--- config.mk ---
export PLATFORM = sky130hd
export DESIGN_NAME = note_combine12
export DESIGN_NICKNAME = d
export VERILOG_FILES = /design/src/rtl/note_combine12.sv
export SDC_FILE = /design/constraint.sdc
export NUM_CORES = 1
export LEC_CHECK = 0
export ABC_AREA = 1
export CAP_MARGIN = 20
export CORE_AREA = 2 2 46 48
export CTS_BUF_LIST = sky130_fd_sc_hd__clkbuf_8
export CTS_CLUSTER_DIAMETER = 200
export DETAILED_ROUTE_END_ITERATION = 10
export DIE_AREA = 0 0 48 50
export GPL_TIMING_DRIVEN = 0
export PLACE_DENSITY = 0.88
export SYNTH_ARGS = -nofsm -noshare
export SYNTH_HDL_FRONTEND = slang
export SYNTH_SLANG_ARGS = --single-unit
--- constraint.sdc ---
create_clock -name clk -period 2.14 [get_ports clk]
set_input_delay 0.428 -clock clk [delete_from_list [all_inputs] [get_ports clk]]
set_output_delay 0.428 -clock clk [all_outputs]
set_load 0.01 [all_outputs]
--- src/rtl/note_combine12.sv ---
// Octave/note to absolute note number (octave*12 + note) by repeated addition.
// One pair in flight at a time; result held until the consumer takes it.
module note_combine12 (
  input  logic       clk,
  input  logic       reset,
  input  logic       in_valid,
  output logic       in_ready,
  input  logic [2:0] octave,
  input  logic [3:0] note,
  output logic       out_valid,
  input  logic       out_ready,
  output logic [5:0] note_number,
  output logic       err
);

  typedef enum logic [1:0] {IDLE, ACCUM, DONE} state_t;

  state_t     state_q, state_d;
  logic [5:0] acc_q, acc_d;
  logic [2:0] cnt_q, cnt_d;
  logic [5:0] nn_q, nn_d;
  logic       err_q, err_d;
  logic       illegal;

  // Anything that would land above 63 is rejected up front, so acc never wraps.
  assign illegal = (note > 4'd11) || (octave > 3'd5) ||
                   ((octave == 3'd5) && (note > 4'd3));

  always_comb begin
    state_d = state_q;
    acc_d   = acc_q;
    cnt_d   = cnt_q;
    nn_d    = nn_q;
    err_d   = err_q;
    case (state_q)
      IDLE: begin
        if (in_valid) begin
          if (illegal) begin
            nn_d    = 6'd0;
            err_d   = 1'b1;
            state_d = DONE;
          end else begin
            acc_d = {2'b00, note};
            cnt_d = octave;
            if (octave == 3'd0) begin
              nn_d    = {2'b00, note};
              err_d   = 1'b0;
              state_d = DONE;
            end else begin
              state_d = ACCUM;
            end
          end
        end
      end
      ACCUM: begin
        acc_d = acc_q + 6'd12;
        cnt_d = cnt_q - 3'd1;
        // The published result only changes on entry to DONE.
        if (cnt_q == 3'd1) begin
          nn_d    = acc_q + 6'd12;
          err_d   = 1'b0;
          state_d = DONE;
        end
      end
      DONE: begin
        if (out_ready) state_d = IDLE;
      end
      default: state_d = IDLE;
    endcase
  end

  always_ff @(posedge clk) begin
    if (reset) begin
      state_q <= IDLE;
      acc_q   <= 6'd0;
      cnt_q   <= 3'd0;
      nn_q    <= 6'd0;
      err_q   <= 1'b0;
    end else begin
      state_q <= state_d;
      acc_q   <= acc_d;
      cnt_q   <= cnt_d;
      nn_q    <= nn_d;
      err_q   <= err_d;
    end
  end

  assign in_ready    = (state_q == IDLE);
  assign out_valid   = (state_q == DONE);
  assign note_number = nn_q;
  assign err         = err_q;

endmodule

==> out/results.ini, run 1 <==
[placed_design]
dp_cells=207
port_buffers=19
dp_slack_ps=104
gp_congestion=0.868
place_hpwl_um=1780

[clock_network]
insertion_delay_ps=260
post-cts-setup-buffers=0
cts-resized-gates=0
htree_levels=1
numClockSinks=18
cts_tree=done
clock_path_buffers=2
clk_pin_slew_ps=70
cts_buffers=3
clockRootBuffer=clkbuf_8
hold_buffers=0

[pwr]
swShare_pct=41.9
p_per_area_nw_per_um2=1420
internal_power_mw=1.06
p_comb_share_pct=54.3
power.leakage_nw=0.605
power_frac_clock_pct=15.2
p_switching_mw=0.767
irDropWorstVdd_uv=861
pwr-share-seq_pct=30.6

[sta]
period_share_pct=88.1
fin_crit_ps=1880
timing.fmax_mhz=531
fin_setup_tns_ps=0
report.final.slew_viol_count=0
fin_ws_ps=255
hold_slack_ps=478
hold_viol=0
rsz0062_at_grt=no
tightest_slew_ps=332
maxSlewHeadroom_pct=77.6
final.setup_skew_ps=3.05
setup_viol=0

[die]
core_um2=1900
initial_core_util_pct=53.2
rows=16
die_w_um=48
die_h_um=50
dieArea_um2=2400
io-pin-count=20

[drt]
drtIter0Drc=29
dr_total_vias=1088
ant_nets=0
drcViolationCount=0
wl_um=2400
dr.pass1.iters=4
wl_per_cell_um=11.4
routed_via_density=5.16

[worst_hold_path]
holdPathStages=2
min_from=note_number[4]
min_to=note_number[4]
hold_path_class=reg2reg

[setup_path]
crit_buf_inv=1
r2r.worst_path.cells=6
required_ps=1710
critPathCaptureType=output port
r2r-start=state_q[0]
timing.rr.end=acc_q[2]
crit_path_max_fanout=7
rrSetupSlack_ps=700
crit_arrival_ps=1460
path_cells=nor2_1 > clkdlybuf4s50_1
path_delay_family=buffers and inverters
cp_slowest_cell=clkdlybuf4s50_1
crit_path_max_incr_delay_ps=580
critical_path_class=reg2out
start_kind=flop

[grt]
grt_max_degree=11
track_usage_pct=22.4
grt_pass1_vias=946
grt_antenna_before_repair=0
grt-ovfl-total=0
grt_pass1_wl_um=3880

[final_layout]
final_core_util_pct=67.9
instances_no_fill=211
diodes=0
drive_gt1_share_pct=7.07
fin_nets=199
syn_to_final_growth_pct=27.6

[logic_synthesis]
seq_area_frac_synth_pct=35.6
syn-num-nets=175
ys_types=18
yosysTopAreaCellShare_pct=35.6
netlist_top_cells_area=dfxtp_1 (36%), nand2_1 (16%), nor2_1 (10%), o21ai_0 (7.9%), inv_1 (7.8%)
synth_cells=161
ys_ff_latch=18
yosysWarnings=0
synthesis.area_um2=1010
synth_area_leader_cell=dfxtp_1
syn_avg_cell_area_um2=6.29

[outcome]
status=complete, no violations

[run]
drv_cap=0

synth_stat cells (all sizes together):
| library cell | instances |
|---|---|
| a21oi | 9 |
| nand2 | 46 |
| nand3 | 11 |
| clkinv | 1 |
| nor2 | 28 |
| dfxtp | 18 |
| or2 | 1 |
| ha | 3 |
| inv | 21 |
| xnor2 | 1 |
| buf | 3 |
| nand4 | 2 |
| o21ai | 16 |
| nor3 | 1 |
worst reg2reg max path, stage by stage, from the launching register on:
cell and delay (ps):
dfxtp_1 380, o21ai_0 330, inv_1 70, nand2_1 230, inv_1 150, nor2_1 120, nor2_1 50
kinds of logic after synthesis:
kind of cell	count (synthesis)	synth area share [%]
fa+ha+maj	3	3.71
buf+inv	25	10.8
simple gates	89	36.7
flops	18	35.6
xor+xnor	1	0.865
compound gates	25	12.4
stage by stage:
stage / total power [mW] / cell area (µm²)
after floorplan: 1.21 / 1010
final: 1.83 / 1290
after CTS: 1.83 / 1290
after detailed placement: 1.54 / 1240
after global routing: 1.99 / 1290
after global placement: 1.50 / 1240
cell usage in the layout, fill, tap and decap left out:
cell / instances
o21ai_0: 16
nand2_4: 1
clkdlybuf4s50_1: 19
nand2_2: 2
nor3_1: 1
inv_1: 21
dfxtp_1: 18
nand3_1: 11
xnor2_1: 1
clkbuf_8: 4
nand2_1: 43
buf_6: 1
nand4_1: 2
buf_2: 2
or2_2: 1
ha_1: 3
clkinv_4: 1
a21oi_1: 9
nor2_1: 27
nor2_2: 1
power groups by stage:
stage / clock network [mW] / registers (mW) / logic [mW]
final: 0.278 / 0.559 / 0.994
after global routing: 0.292 / 0.576 / 1.12
after CTS: 0.281 / 0.558 / 0.991
after detailed placement: 0 / 0.564 / 0.981
after global placement: 0 / 0.554 / 0.949
after floorplan: 0 / 0.582 / 0.633
state kept, by name (all words and copies together) (netlist names):
register / count
note_number: 6
state_q: 2
err: 1
acc_q: 6
cnt_q: 3
routing by layer:
layer  wire (µm)  up-vias  track usage, %
li1            -      552               -
met1         993      499            25.5
met2        1260       31            39.1
met3         101        6            3.66
met4          45        0            8.56
met5           0        -               0
worst max-delay path by stage:
stage	startpoint	end	slack (ps)	cells after the start
2_1_floorplan	state_q[1]	err	860	8
3_3_place_gp	octave[2]	cnt_q[1]	160	10
3_5_place_dp	octave[2]	acc_q[2]	100	10
4_1_cts	state_q[0]	in_ready	280	2
5_1_grt	octave[2]	cnt_q[0]	100	10
6_report	state_q[0]	in_ready	260	2
final cells by class:
type	count	area (µm²)
repair buffers	19	190
fillers	162	611
inverters	22	87.6
multi-input cells	118	543
flip-flops and latches	18	360
plain buffers	3	21.3
well taps	27	33.8
clock buffers	4	55.1
Note: power is estimated with default switching activity, not from simulation.
==> run 2, diff against run 1 <==
--- a/config.mk
+++ b/config.mk
@@ -12,7 +12,6 @@
 export CTS_CLUSTER_DIAMETER = 200
 export DETAILED_ROUTE_END_ITERATION = 10
 export DIE_AREA = 0 0 48 50
-export GPL_TIMING_DRIVEN = 0
 export PLACE_DENSITY = 0.88
 export SYNTH_ARGS = -nofsm -noshare
 export SYNTH_HDL_FRONTEND = slang
==> run 2 against run 1 <==
Register-to-register slack is essentially flat. Design area fell by 0.48%. Clock power rose by 3%. Sequential power barely moved. Clock skew is 2.8 ps higher. First-iteration DRC count decreased by 14%. Die area unchanged. Via count is 3.5% lower. Total power barely moved. Highest routed layer unchanged.
==> out/results.ini, run 2 (synthesized netlist as in run 1, its figures left out) <==
[grt]
track_usage_pct=20.8
grt_pass1_wl_um=3680
grt_antenna_before_repair=0
grt_pass1_vias=945
grt_max_degree=14
grt-ovfl-total=0

[drt]
ant_nets=0
wl_per_cell_um=10.6
dr.pass1.iters=4
drtIter0Drc=25
dr_total_vias=1050
drcViolationCount=0
routed_via_density=5.00
wl_um=2230

[clock_network]
clock_path_buffers=2
numClockSinks=18
htree_levels=1
post-cts-setup-buffers=0
cts-resized-gates=0
insertion_delay_ps=260
cts_buffers=3
clk_pin_slew_ps=70
hold_buffers=0
clockRootBuffer=clkbuf_8
cts_tree=done

[setup_path]
path_cells=nor2_1 > clkdlybuf4s50_1
critical_path_class=reg2out
crit_arrival_ps=1460
r2r.worst_path.cells=6
timing.rr.end=err
rrSetupSlack_ps=700
r2r-start=state_q[0]
required_ps=1710
crit_path_max_incr_delay_ps=580
critPathCaptureType=output port
crit_start=state_q[0]
crit_path_max_fanout=7
start_kind=flop
cp_slowest_cell=clkdlybuf4s50_1
cp-endpoint=in_ready

[die]
initial_core_util_pct=53.2
core_um2=1900
io-pin-count=20
die_h_um=50
die_w_um=48
rows=16
dieArea_um2=2400

[pwr]
p_per_area_nw_per_um2=1420
irDropWorstVdd_uv=768
power.leakage_nw=0.601
power_mw=1.83

[final_layout]
fin_nets=198
diodes=0
final_cell_mix=nand2_1 (43), nor2_1 (27), inv_1 (21)
syn_to_final_growth_pct=26.9
layout_commonest_cell=nand2_1
n_fill_cell=179
drive_gt1_share_pct=6.56

[sta]
rsz0062_at_grt=no
setup_viol=0
maxSlewHeadroom_pct=76.0
final.setup_skew_ps=5.82
fin_crit_ps=1890
hold_viol=0
tightest_slew_ps=359
timing.fmax_mhz=530
report.final.slew_viol_count=0
fin_setup_tns_ps=0
period_share_pct=88.1

[worst_hold_path]
hold_path_class=reg2reg
holdPathStages=2

[placed_design]
place_hpwl_um=1690
port_buffers=19
gp_congestion=0.835

[run]
drv_cap=0

[outcome]
status=complete, no violations

==> run 2: per-layer routing <==
| layer | share of wire [%] | GRT usage [%] | up-vias | routed length (µm) |
|---|---|---|---|---|
| met3 | 3.7 | 3.30 | 5 | 83 |
| met1 | 43 | 26.2 | 472 | 957 |
| met2 | 52 | 35.1 | 23 | 1170 |
| met4 | 1.1 | 5.41 | 0 | 24 |
| li1 | - | - | 550 | - |
| met5 | 0 | 0 | - | 0 |
==> run 2: critical path, delay by kind of cell (launching register included) <==
kind / cells / cell delay (ps)
buffers and inverters: 1 / 580
DFF: 1 / 390
and+or+nand+nor: 1 / 230
==> run 2: power breakdown <==
group | internal, mW | switching (mW) | total [mW] | leakage (nW)
clock | 0.164 | 0.122 | 0.286 | 0.0288
combinational | 0.432 | 0.554 | 0.986 | 0.424
sequential | 0.467 | 0.0910 | 0.558 | 0.148
==> run 2: worst min-delay path by stage <==
stage                   start             end  slack, ps
2_1_floorplan        acc_q[5]        acc_q[5]        450
3_3_place_gp   note_number[3]  note_number[3]        460
3_5_place_dp   note_number[4]  note_number[4]        470
4_1_cts        note_number[4]  note_number[4]        490
5_1_grt        note_number[3]  note_number[3]        510
6_report       note_number[4]  note_number[4]        480
==> run 2: cell type report <==
cell class / instances / area [µm²] / share of cell area [%]
multi-input cells: 118 / 543 / 42.3
flip-flops and latches: 18 / 360 / 28.0
repair buffers: 21 / 205 / 16.0
inverters: 22 / 87.6 / 6.82
clock buffers: 4 / 55.1 / 4.28
well taps: 27 / 33.8 / 2.63
==> run 2: per-stage QoR <==
step                      util [%]  area [µm²]  setup WS [ps]  hold WS [ps]  cells
final                         67.6        1280            255           481    210
after floorplan                  -        1010            865           448    161
after detailed placement      64.7        1230            196           470    206
after global placement        64.7        1230            272           461    206
after global routing          67.6        1280            185           508    210
after CTS                     67.6        1280            274           488    210
